==> src/rtl/sysctl_icap_rd.sv <==
// sysctl_icap_rd: reads one 16-bit Spartan-6 config register over raw ICAP pins
// (sync, type-1 read header, BUSY-polled read, desync); six sys_clk phases per ICAP cycle.
module sysctl_icap_rd #(
    parameter int TIMEOUT = 16
) (
    input  logic        sys_clk,
    input  logic        sys_rst_n,
    input  logic        start,
    input  logic [5:0]  addr,
    output logic        ready,
    output logic        done,
    output logic        err,
    output logic [15:0] dout,
    output logic        icap_clk,
    output logic        icap_ce,
    output logic        icap_write,
    output logic [15:0] icap_i,
    input  logic [15:0] icap_o,
    input  logic        icap_busy
);
    localparam int RW = $clog2(TIMEOUT + 1);
    localparam logic [RW-1:0] RLAST = RW'(TIMEOUT - 1);

    typedef enum logic [2:0] {IDLE, HDR, SW_RD, READ, SW_WR, DESYNC, FIN} state_t;

    state_t        st, nxt;
    logic [2:0]    ph, idx, nxt_idx;
    logic [RW-1:0] rcnt;
    logic [5:0]    addr_l;
    logic          busy_q, seq, step, ce_n, wr_n;
    logic [15:0]   data_q, word_n;

    function automatic logic [15:0] swap(input logic [15:0] w);
        logic [15:0] r;
        for (int k = 0; k < 8; k++) begin
            r[7-k]  = w[k];
            r[15-k] = w[8+k];
        end
        return r;
    endfunction

    // Sequence states advance only at the end of P5; IDLE/FIN react every cycle.
    assign seq  = st != IDLE && st != FIN;
    assign step = !seq || ph == 3'd5;

    always_ff @(posedge sys_clk or negedge sys_rst_n)
        if (!sys_rst_n) begin
            st  <= IDLE;
            idx <= 3'd0;
        end else if (step) begin
            st  <= nxt;
            idx <= nxt_idx;
        end

    always_comb begin
        nxt     = st;
        nxt_idx = idx;
        case (st)
            IDLE, FIN: begin
                nxt     = start ? HDR : IDLE;
                nxt_idx = 3'd0;
            end
            HDR: begin
                nxt     = idx == 3'd6 ? SW_RD : HDR;
                nxt_idx = idx == 3'd6 ? 3'd0 : idx + 3'd1;
            end
            SW_RD:   nxt = READ;
            READ:    nxt = (!busy_q || rcnt == RLAST) ? SW_WR : READ;
            SW_WR: begin
                nxt     = idx == 3'd1 ? DESYNC : SW_WR;
                nxt_idx = idx == 3'd1 ? 3'd0 : idx + 3'd1;
            end
            DESYNC: begin
                nxt     = idx == 3'd3 ? FIN : DESYNC;
                nxt_idx = idx == 3'd3 ? 3'd0 : idx + 3'd1;
            end
            default: nxt = IDLE;
        endcase
    end

    // Pin values are derived from the state being entered, so they load on the P0 edge.
    always_comb begin
        ready  = !seq;
        done   = st == FIN;
        ce_n   = !(nxt == HDR || nxt == READ || nxt == DESYNC);
        wr_n   = nxt == SW_RD || nxt == READ || (nxt == SW_WR && nxt_idx == 3'd0);
        word_n = 16'h0000;
        if (nxt == HDR)
            case (nxt_idx)
                3'd0:    word_n = 16'hFFFF;
                3'd1:    word_n = 16'hAA99;
                3'd2:    word_n = 16'h5566;
                3'd4:    word_n = 16'h2801 | {5'd0, addr_l, 5'd0};
                default: word_n = 16'h2000;
            endcase
        else if (nxt == DESYNC)
            case (nxt_idx)
                3'd0:    word_n = 16'h30A1;
                3'd1:    word_n = 16'h000D;
                default: word_n = 16'h2000;
            endcase
    end

    always_ff @(posedge sys_clk or negedge sys_rst_n)
        if (!sys_rst_n) begin
            ph         <= 3'd0;
            rcnt       <= '0;
            addr_l     <= 6'd0;
            busy_q     <= 1'b0;
            data_q     <= 16'h0000;
            dout       <= 16'h0000;
            err        <= 1'b0;
            icap_clk   <= 1'b0;
            icap_ce    <= 1'b1;
            icap_write <= 1'b0;
            icap_i     <= 16'h0000;
        end else begin
            ph       <= (seq && ph != 3'd5) ? ph + 3'd1 : 3'd0;
            icap_clk <= seq && ph >= 3'd1 && ph <= 3'd3;
            if (ph == 3'd4) begin
                busy_q <= icap_busy;
                data_q <= icap_o;
            end
            if (!seq && start) addr_l <= addr;
            if (step) begin
                icap_ce    <= ce_n;
                icap_write <= wr_n;
                icap_i     <= swap(word_n);
            end
            if (step && st == SW_RD) rcnt <= '0;
            if (step && st == READ) begin
                rcnt <= rcnt + 1'b1;
                if (!busy_q) begin
                    dout <= swap(data_q);
                    err  <= 1'b0;
                end else if (rcnt == RLAST) err <= 1'b1;
            end
        end
endmodule

==> config.mk <==
export PLATFORM = sky130hd
export DESIGN_NAME = sysctl_icap_rd
export DESIGN_NICKNAME = d
export VERILOG_FILES = /design/src/rtl/sysctl_icap_rd.sv
export SDC_FILE = /design/constraint.sdc
export NUM_CORES = 1
export LEC_CHECK = 0
export CORE_ASPECT_RATIO = 0.7
export CORE_MARGIN = 4
export CORE_UTILIZATION = 52
export DETAILED_ROUTE_END_ITERATION = 16
export PLACE_DENSITY = 0.81
export SLEW_MARGIN = 15
export SYNTH_ARGS = -nofsm -noshare
export SYNTH_HDL_FRONTEND = slang
export SYNTH_SLANG_ARGS = --single-unit
==> constraint.sdc <==
create_clock -name sys_clk -period 2.99 [get_ports sys_clk]
set_clock_uncertainty 0.05 [all_clocks]
set_input_delay 0.598 -clock sys_clk [delete_from_list [all_inputs] [get_ports sys_clk]]
set_output_delay 0.598 -clock sys_clk [all_outputs]
set_load 0.01 [all_outputs]
==> results of run 1 <==
==> critical path, cell delays in order, from the launching register on <==
cell	delay, ns
dfrtp_1	0.76
inv_1	0.21
and3_1	0.25
clkdlybuf4s50_1	0.48
==> Yosys cell counts (3+ instances only) <==
library cell,number
a21oi_1,11
a221o_1,4
a31oi_1,6
and3_1,4
buf_2,4
buf_4,5
clkbuf_1,6
dfrtp_1,70
ha_1,11
inv_1,11
mux2_2,39
nand2_1,29
nand2b_1,3
nor2_1,17
nor2b_1,5
nor4_1,3
o211ai_1,3
o21ai_0,12
==> per-stage QoR <==
step           utilization [%]  area (um^2)
4_1_cts                   67.0         4160
6_report                  67.0         4160
5_1_grt                   67.0         4160
3_3_place_gp              64.2         3990
2_1_floorplan                -         3310
3_5_place_dp              64.2         3990
==> cell type report <==
type	count	area, um^2
Fill cell	465	2050
Sequential cell	71	1780
Multi-Input combinational cell	191	1410
Timing Repair Buffer	68	663
Clock buffer	9	124
Tap cell	78	97.6
Clock inverter	7	48.8
Inverter	11	41.3
==> cells by family after synthesis <==
family                     after synthesis
DFF                                     71
buffers and inverters                   27
muxes                                   40
AOI/OAI and AO/OA                       59
and+or+nand+nor                         78
adders and majority gates               11
xor gates and xnor gates                 3
==> flip-flops by register name, indices dropped and copies added (netlist names) <==
signal,cells
idx,3
err,1
dout,16
icap_i,14
busy_q,1
icap_clk,1
ph,3
rcnt,5
st,3
icap_ce,1
icap_write,1
data_q,16
addr_l,6
==> power by group through the flow <==
stage	combinational (mW)	sequential [mW]	clock [mW]
after floorplan	0.0150	0.994	0
after CTS	0.0704	0.977	0.677
after detailed placement	0.0698	0.996	0
after global routing	0.0760	0.978	0.718
after global placement	0.0687	0.994	0
final	0.0685	0.977	0.659
==> path summary, 6_finish.rpt <==
check | start | end | cells after the start
setup reg to reg | st[2] | icap_i[15] | 6
max in group asynchronous | sys_rst_n | data_q[7] | 2
hold / removal | sys_rst_n | dout[9] | 2
hold reg to reg | icap_ce | icap_ce | 2
min in group sys_clk | icap_ce | icap_ce | 2
setup / recovery | st[0] | done | 3
==> layer usage <==
metal | global-route usage (%) | vias up | share of wire, %
li1 | - | 1166 | -
met1 | 28.1 | 1197 | 46
met2 | 29.0 | 101 | 46
met3 | 4.26 | 8 | 7.0
met4 | 6.03 | 0 | 0.98
met5 | 0 | - | 0
==> flow_summary_export.csv, run 1 <==
group,metric,value,unit
die,die_y,74.8,um
power,seq_power_share,57.3,%
synth,async_reset_ff_share,100,%
worst_setup_path,worstPathMaxFanout,22,
placement,dp.cells,419,
synth,netlist.area_leader.share,52.9,%
power,pwr_density_cell,409,nW/um^2
sta,setup_viol,0,
sta,fin_crit,2.68,ns
die,initial_utilization,53.3,%
drt,ant_nets,0,
synth,yosys.area_share.simple,11.6,%
power,p_comb_share,4.0,%
worst_hold_path,min_path_type,"in -> async",
synth,synth-xor-area-share,0.793,%
synth,synthesis.nets,326,
synth,ys_seq_elements,71,
die,die_w,103,um
global_routing,grt_overflow,0,
final_layout,antenna_cells,0,
worst_setup_path,critPathArrivalTime,2.03,ns
die,dieArea,7740,um^2
cts,cts.sinks,71,
cts,cts-root-buf,"clkbuf_8",
power,total_power,1.70,mW
placement,gp_congestion,0.945,
die,io_pins,64,
synth,synth_mux_area_share,13.6,%
cts,path_clk_slew,0.08,ns
drt,dr.pass1.iters,5,
sta,maxSlewViolCount,0,
global_routing,grt_start_max_net_pins,72,
sta,hold_viol_final,0,
drt,viasPerCell,5.68,
final_layout,syn_to_final_growth,25.6,%
power,ir_drop,252,uV
synth,syn-cell-area,3310,um^2
cts,htreeDepth,3,
drt,drc,0,
synth,synth_cell_types,51,
cts,max-clock-path-buffers,2,
synth,synth_area_leaders,"dfrtp_1 53%, mux2_2 13%, ha_1 4.2%",
synth,yosys_warnings,0,
drt,vias,2472,
status,outcome,"complete, no violations",
power,internal_power,1.31,mW
synth,synth_top_family_by_area,"multiplexers",
worst_setup_path,worstSetupPathType,"reg -> out",
sta,worstMarginPinSlew,0.871,ns
final_layout,final_cell_mix,"70 x dfrtp_1, 62 x clkdlybuf4s50_1, 39 x mux2_2",
drt,wl_per_cell,16.2,um
worst_setup_path,cp-start-kind,"flop",
power,swShare,23.0,%
final_layout,layout-drive-gt1-share,19.0,%
power,p_leak,1.86,nW
cts,clkLatencyLatePin,0.33,ns
drt,drtIter0Drc,223,
die,core_area,6220,um^2
cts,cts_setup_buffers,0,
cts,cts_made_buffers,9,
global_routing,track_usage,19.3,%
worst_setup_path,endpoint_kind,"output pin",
synth,ys_seq_area_share,53.6,%
worst_setup_path,r2r_slack,0.53,ns
synth,synth-edff-count,0,
sta,setup_tns,0,ns
synth,syn_inst,289,
final_layout,final_common_cell,"dfrtp_1",
final_layout,fin_cells,435,
drt,wirelength,7.04,mm
sta,fmax,373,MHz
global_routing,antenna_found_initial,0,
synth,synth_compound_area_share,12.5,%
flow_run,cap_viol_max_count,0,
sta,worst_slack,0.309,ns
sta,rsz0062_at_grt,"false",
synth,synth_flop_cell,"dfrtp_1",
die,rows,24,
placement,port_buffers,63,
sta,hold_ws,0.405,ns
placement,hpwl,5.13,mm
worst_setup_path,worstPathRequired,2.34,ns
placement,place_ws,0.593,ns
cts,hold_buffers,0,
sta,slew_headroom,41.9,%
sta,finalCritPeriodShare,89.7,%
synth,synth_area_leader_cell,"dfrtp_1",
synth,synth_fa_ha_area_share,4.15,%
global_routing,grt_pass1_wl,11.4,mm
synth,syn_area_per_cell,11.5,um^2
power,switchingPower,0.392,mW
final_layout,layout.nets,389,
cts,cts_tree,"done",
cts,ctsResizeCount,0,
power,clockPowerShare,38.7,%
global_routing,first_global_vias,2342,
Note: power is estimated with default switching activity, not from simulation.
==> inputs of run 2 (changes only) <==
- GPL_TIMING_DRIVEN: not set -> 0
- clock period: 2.99 -> 2.8 ns (I/O delays scaled with it)
==> flow_summary_export.csv, run 2 (synthesized netlist as in run 1, its figures left out) <==
group,metric,value,unit
sta,maxSlewViolCount,0,
placement,port_buffers,63,
global_routing,grt_overflow,0,
worst_hold_path,min_path_type,"in -> async",
sta,hold_ws,0.0284,ns
cts,cts_setup_buffers,0,
drt,vias,2533,
cts,cts-root-buf,"clkbuf_8",
final_layout,final_cell_mix,"70 x dfrtp_1, 62 x clkdlybuf4s50_1, 39 x mux2_2",
power,p_leak,1.90,nW
sta,slew_headroom,52.3,%
worst_setup_path,cp-start-kind,"flop",
drt,drc,0,
drt,ant_nets,0,
worst_setup_path,endpoint_kind,"output pin",
drt,viasPerCell,5.70,
power,total_power,1.84,mW
die,dieArea,7740,um^2
die,die_y,74.8,um
drt,wl_per_cell,16.5,um
sta,fin_crit,2.62,ns
global_routing,grt-busiest-layer,"met2",
final_layout,antenna_cells,0,
global_routing,met2_usage,32.0,%
cts,cts.sinks,71,
sta,setup_tns,0,ns
worst_setup_path,cp_cell_sequence,"buf_4 > clkbuf_1 > nor2_1 > clkdlybuf4s50_1",
worst_setup_path,regToRegStartpoint,"ph[1]",
worst_setup_path,worstPathMaxFanout,10,
placement,dp.cells,431,
sta,setup_viol,0,
cts,ctsResizeCount,0,
global_routing,grt.met1_usage,26.2,%
global_routing,track_usage,19.9,%
global_routing,grt_pass1_wl,11.7,mm
sta,hold_viol_final,0,
global_routing,grt_start_max_net_pins,55,
global_routing,first_global_vias,2484,
final_layout,fin_cells,444,
worst_setup_path,r2r_slack,0.27,ns
final_layout,layout-drive-gt1-share,19.7,%
power,ir_drop,276,uV
placement,placed_cell_area,4070,um^2
worst_setup_path,cp_top_family,"buffers and inverters",
final_layout,top_regs,"data_q: 16 flops, dout: 16 flops, icap_i: 14 flops",
sta,finalCritPeriodShare,93.6,%
final_layout,final_common_cell,"dfrtp_1",
placement,gp_congestion,0.879,
drt,dr.pass1.iters,4,
worst_setup_path,worstSetupPathType,"reg -> out",
cts,clkLatencyLatePin,0.34,ns
die,initial_utilization,53.3,%
sta,worstMarginPinSlew,0.711,ns
worst_setup_path,max_stage_delay,0.59,ns
cts,max-clock-path-buffers,2,
power,pwr_density_cell,435,nW/um^2
sta,worst_slack,0.178,ns
sta,fmax,381,MHz
global_routing,gr-usage-met3,5.37,%
cts,cts_made_buffers,9,
worst_setup_path,crit_slowest_cell,"clkdlybuf4s50_1",
status,outcome,"complete, no violations",
final_layout,syn_to_final_growth,27.7,%
worst_setup_path,worstPathRequired,2.19,ns
cts,cts_tree,"done",
sta,rsz0062_at_grt,"false",
cts,htreeDepth,3,
final_layout,finalInstanceArea,4230,um^2
flow_run,cap_viol_max_count,0,
worst_setup_path,path_buf_inv,3,
die,core_area,6220,um^2
drt,drtIter0Drc,159,
final_layout,layout.nets,399,
placement,hpwl,5.52,mm
die,die_w,103,um
global_routing,antenna_found_initial,0,
cts,path_clk_slew,0.08,ns
worst_setup_path,critPathArrivalTime,2.01,ns
die,io_pins,64,
drt,wirelength,7.32,mm
worst_setup_path,ff2ff_path_depth,8,
die,rows,24,
final_layout,final_core_util,68.1,%
placement,place_ws,0.329,ns
worst_setup_path,rr_endpoint,"idx[0]",
[run 2: cell count changes in the layout (fill, tap and decap cells not counted), sizes merged]
cell / change
clkinv: -1
inv: -1
buf: +5
clkbuf: +6
[run 2: metal layers]
metal | part of all wire [%] | routed length, um
met1 | 43 | 3150
met4 | 1.2 | 90
met2 | 48 | 3490
met5 | 0 | 0
met3 | 8.1 | 595
[run 2: where the power goes]
| part | internal, mW | switching, mW |
|---|---|---|
| Combinational | 0.0455 | 0.0332 |
| Sequential | 1.04 | 0.00599 |
| Clock | 0.340 | 0.377 |
[run 2: repair_timing]
item	CTS	global route
setup endpoints to repair	1	1
hold endpoints to repair	0	0
hold buffers	0	0
[run 2: worst max-delay path by stage]
stage               startpoint         end  cells past startpoint
finish                   st[0]       ready                      4
global route             ph[1]      idx[0]                      9
CTS                      st[2]       ready                      5
detailed placement       ph[1]      idx[0]                      8
global placement     sys_rst_n      idx[1]                      1
floorplan               idx[0]  icap_i[13]                      7
[run 2: final cells by class]
| cell class | instances | area, um^2 |
|---|---|---|
| multi-input cells | 191 | 1410 |
| clock buffers | 10 | 138 |
| repair buffers | 64 | 656 |
| plain buffers | 14 | 76.3 |
| inverters | 11 | 41.3 |
| flip-flops and latches | 71 | 1780 |
| clock inverters | 5 | 35.0 |
| fillers | 461 | 1980 |
| well taps | 78 | 97.6 |
==> inputs of run 3 (changes only) <==
- CORE_UTILIZATION: 52 -> 56
- CTS_BUF_LIST: not set -> sky130_fd_sc_hd__clkbuf_4 sky130_fd_sc_hd__clkbuf_8 sky130_fd_sc_hd__clkbuf_16
- PLACE_DENSITY: 0.81 -> 0.86
- clock period: 2.8 -> 3.4 ns (I/O delays scaled with it)
==> flow_summary_export.csv, run 3 (synthesized netlist as in run 1, its figures left out) <==
group,metric,value,unit
status,outcome,"complete, no violations",
final_layout,final_common_cell,"dfrtp_1",
power,ir_drop,303,uV
global_routing,antenna_found_initial,0,
sta,maxSlewViolCount,0,
die,dieArea,7230,um^2
drt,wirelength,7.81,mm
final_layout,fillers,396,
die,core_area,5730,um^2
worst_setup_path,endpoint_kind,"output pin",
power,p_leak,1.91,nW
final_layout,antenna_cells,0,
cts,ctsResizeCount,0,
cts,cts-root-buf,"clkbuf_8",
global_routing,track_usage,22.8,%
sta,setup_tns,0,ns
sta,hold_viol_final,0,
worst_setup_path,crit_slowest_cell,"clkdlybuf4s50_1",
power,swShare,23.5,%
power,p_comb_share,4.1,%
worst_setup_path,worstPathRequired,2.67,ns
drt,viasPerCell,5.89,
worst_hold_path,min_path_type,"in -> async",
worst_setup_path,path_buf_inv,3,
die,rows,23,
power,clockPowerShare,40.2,%
global_routing,grt_pass1_wl,12.6,mm
cts,cts_tree,"done",
final_layout,finalInstanceArea,4250,um^2
worst_setup_path,cp_cell_sequence,"buf_2 > buf_1 > xor2_1 > nor2_1 > clkdlybuf4s50_1",
final_layout,fin_cells,444,
worst_setup_path,critPathArrivalTime,2.23,ns
die,die_y,72.4,um
die,die_w,100,um
sta,fmax,338,MHz
worst_setup_path,cp_top_family,"buffers and inverters",
final_layout,syn_to_final_growth,28.1,%
worst_setup_path,worstPathMaxFanout,10,
drt,drtIter0Drc,220,
sta,setup_viol,0,
sta,rsz0062_at_grt,"false",
placement,hpwl,5.56,mm
final_layout,multi_input_area,1410,um^2
final_layout,layout-drive-gt1-share,19.8,%
drt,drc,0,
power,switchingPower,0.362,mW
worst_setup_path,cp-start-kind,"flop",
power,pwr_density_cell,363,nW/um^2
sta,slew_headroom,49.9,%
global_routing,first_global_vias,2656,
die,initial_utilization,57.9,%
global_routing,grt_start_max_net_pins,52,
drt,wl_per_cell,17.6,um
global_routing,grt_overflow,0,
flow_run,cap_viol_max_count,0,
placement,port_buffers,63,
drt,vias,2614,
cts,cts_setup_buffers,0,
placement,gp_congestion,0.904,
worst_setup_path,r2r_slack,0.90,ns
final_layout,top_regs,"data_q: 16 flops, dout: 16 flops, icap_i: 14 flops",
placement,dp.cells,428,
cts,cts.sinks,71,
final_layout,area.sequential,1780,um^2
cts,clkLatencyLatePin,0.36,ns
final_layout,layout.nets,401,
power,internal_power,1.18,mW
sta,finalCritPeriodShare,87.0,%
placement,placed_cell_area,4060,um^2
sta,hold_ws,0.145,ns
cts,cts_made_buffers,9,
sta,fin_crit,2.96,ns
die,io_pins,64,
worst_setup_path,worstSetupPathType,"reg -> out",
cts,hold_buffers,0,
cts,path_clk_slew,0.08,ns
power,seq_power_share,55.7,%
drt,dr.pass1.iters,5,
final_layout,final_cell_mix,"70 x dfrtp_1, 62 x clkdlybuf4s50_1, 39 x mux2_2",
sta,worstMarginPinSlew,0.746,ns
worst_setup_path,max_stage_delay,0.60,ns
drt,ant_nets,0,
cts,htreeDepth,3,
cts,max-clock-path-buffers,2,
power,total_power,1.54,mW
run 3: worst reg2reg max path: stages, from the launching register on:
cell     delay [ns]
dfrtp_1        0.53
ha_1           0.24
ha_1           0.20
nor2b_1        0.08
or3_1          0.31
a221o_2        0.44
and4_4         0.24
a221o_1        0.30
run 3: layer usage:
metal,share of wire (%),vias up,track usage [%],wire (um)
met5,0,-,0,0
li1,-,1190,-,-
met4,1.5,0,6.67,117
met2,50,128,36.1,3870
met1,40,1280,30.0,3120
met3,9.0,16,7.59,706
run 3: area by class of cell:
class / instances / share of cell area, %
Sequential cell: 71 / 41.9
Multi-Input combinational cell: 191 / 33.2
Inverter: 11 / 0.972
Tap cell: 75 / 2.21
Clock inverter: 6 / 1.06
Buffer: 16 / 1.97
Timing Repair Buffer: 64 / 15.4
Clock buffer: 10 / 3.24
run 3: worst paths after layout:
kind,depth (start not counted),from,to
hold / removal,1,sys_rst_n,addr_l[4]
hold reg to reg,2,icap_ce,icap_ce
setup reg to reg,7,idx[0],icap_i[13]
min in group sys_clk,2,icap_ce,icap_ce
setup / recovery,5,st[1],ready
max in group asynchronous,2,sys_rst_n,icap_ce
run 3: power groups by stage:
stage / Sequential (mW) / Combinational [mW] / Clock, mW
2_1_floorplan: 0.874 / 0.0132 / 0
3_3_place_gp: 0.875 / 0.0595 / 0
3_5_place_dp: 0.876 / 0.0649 / 0
4_1_cts: 0.859 / 0.0651 / 0.628
5_1_grt: 0.860 / 0.0700 / 0.668
6_report: 0.859 / 0.0634 / 0.619
run 3: through the flow:
stage / util (%) / setup WS (ns)
6_report: 74.2 / 0.442
5_1_grt: 74.2 / 0.284
4_1_cts: 74.2 / 0.460
3_5_place_dp: 71.0 / 0.859
3_3_place_gp: 70.5 / -0.693
2_1_floorplan: - / 1.20
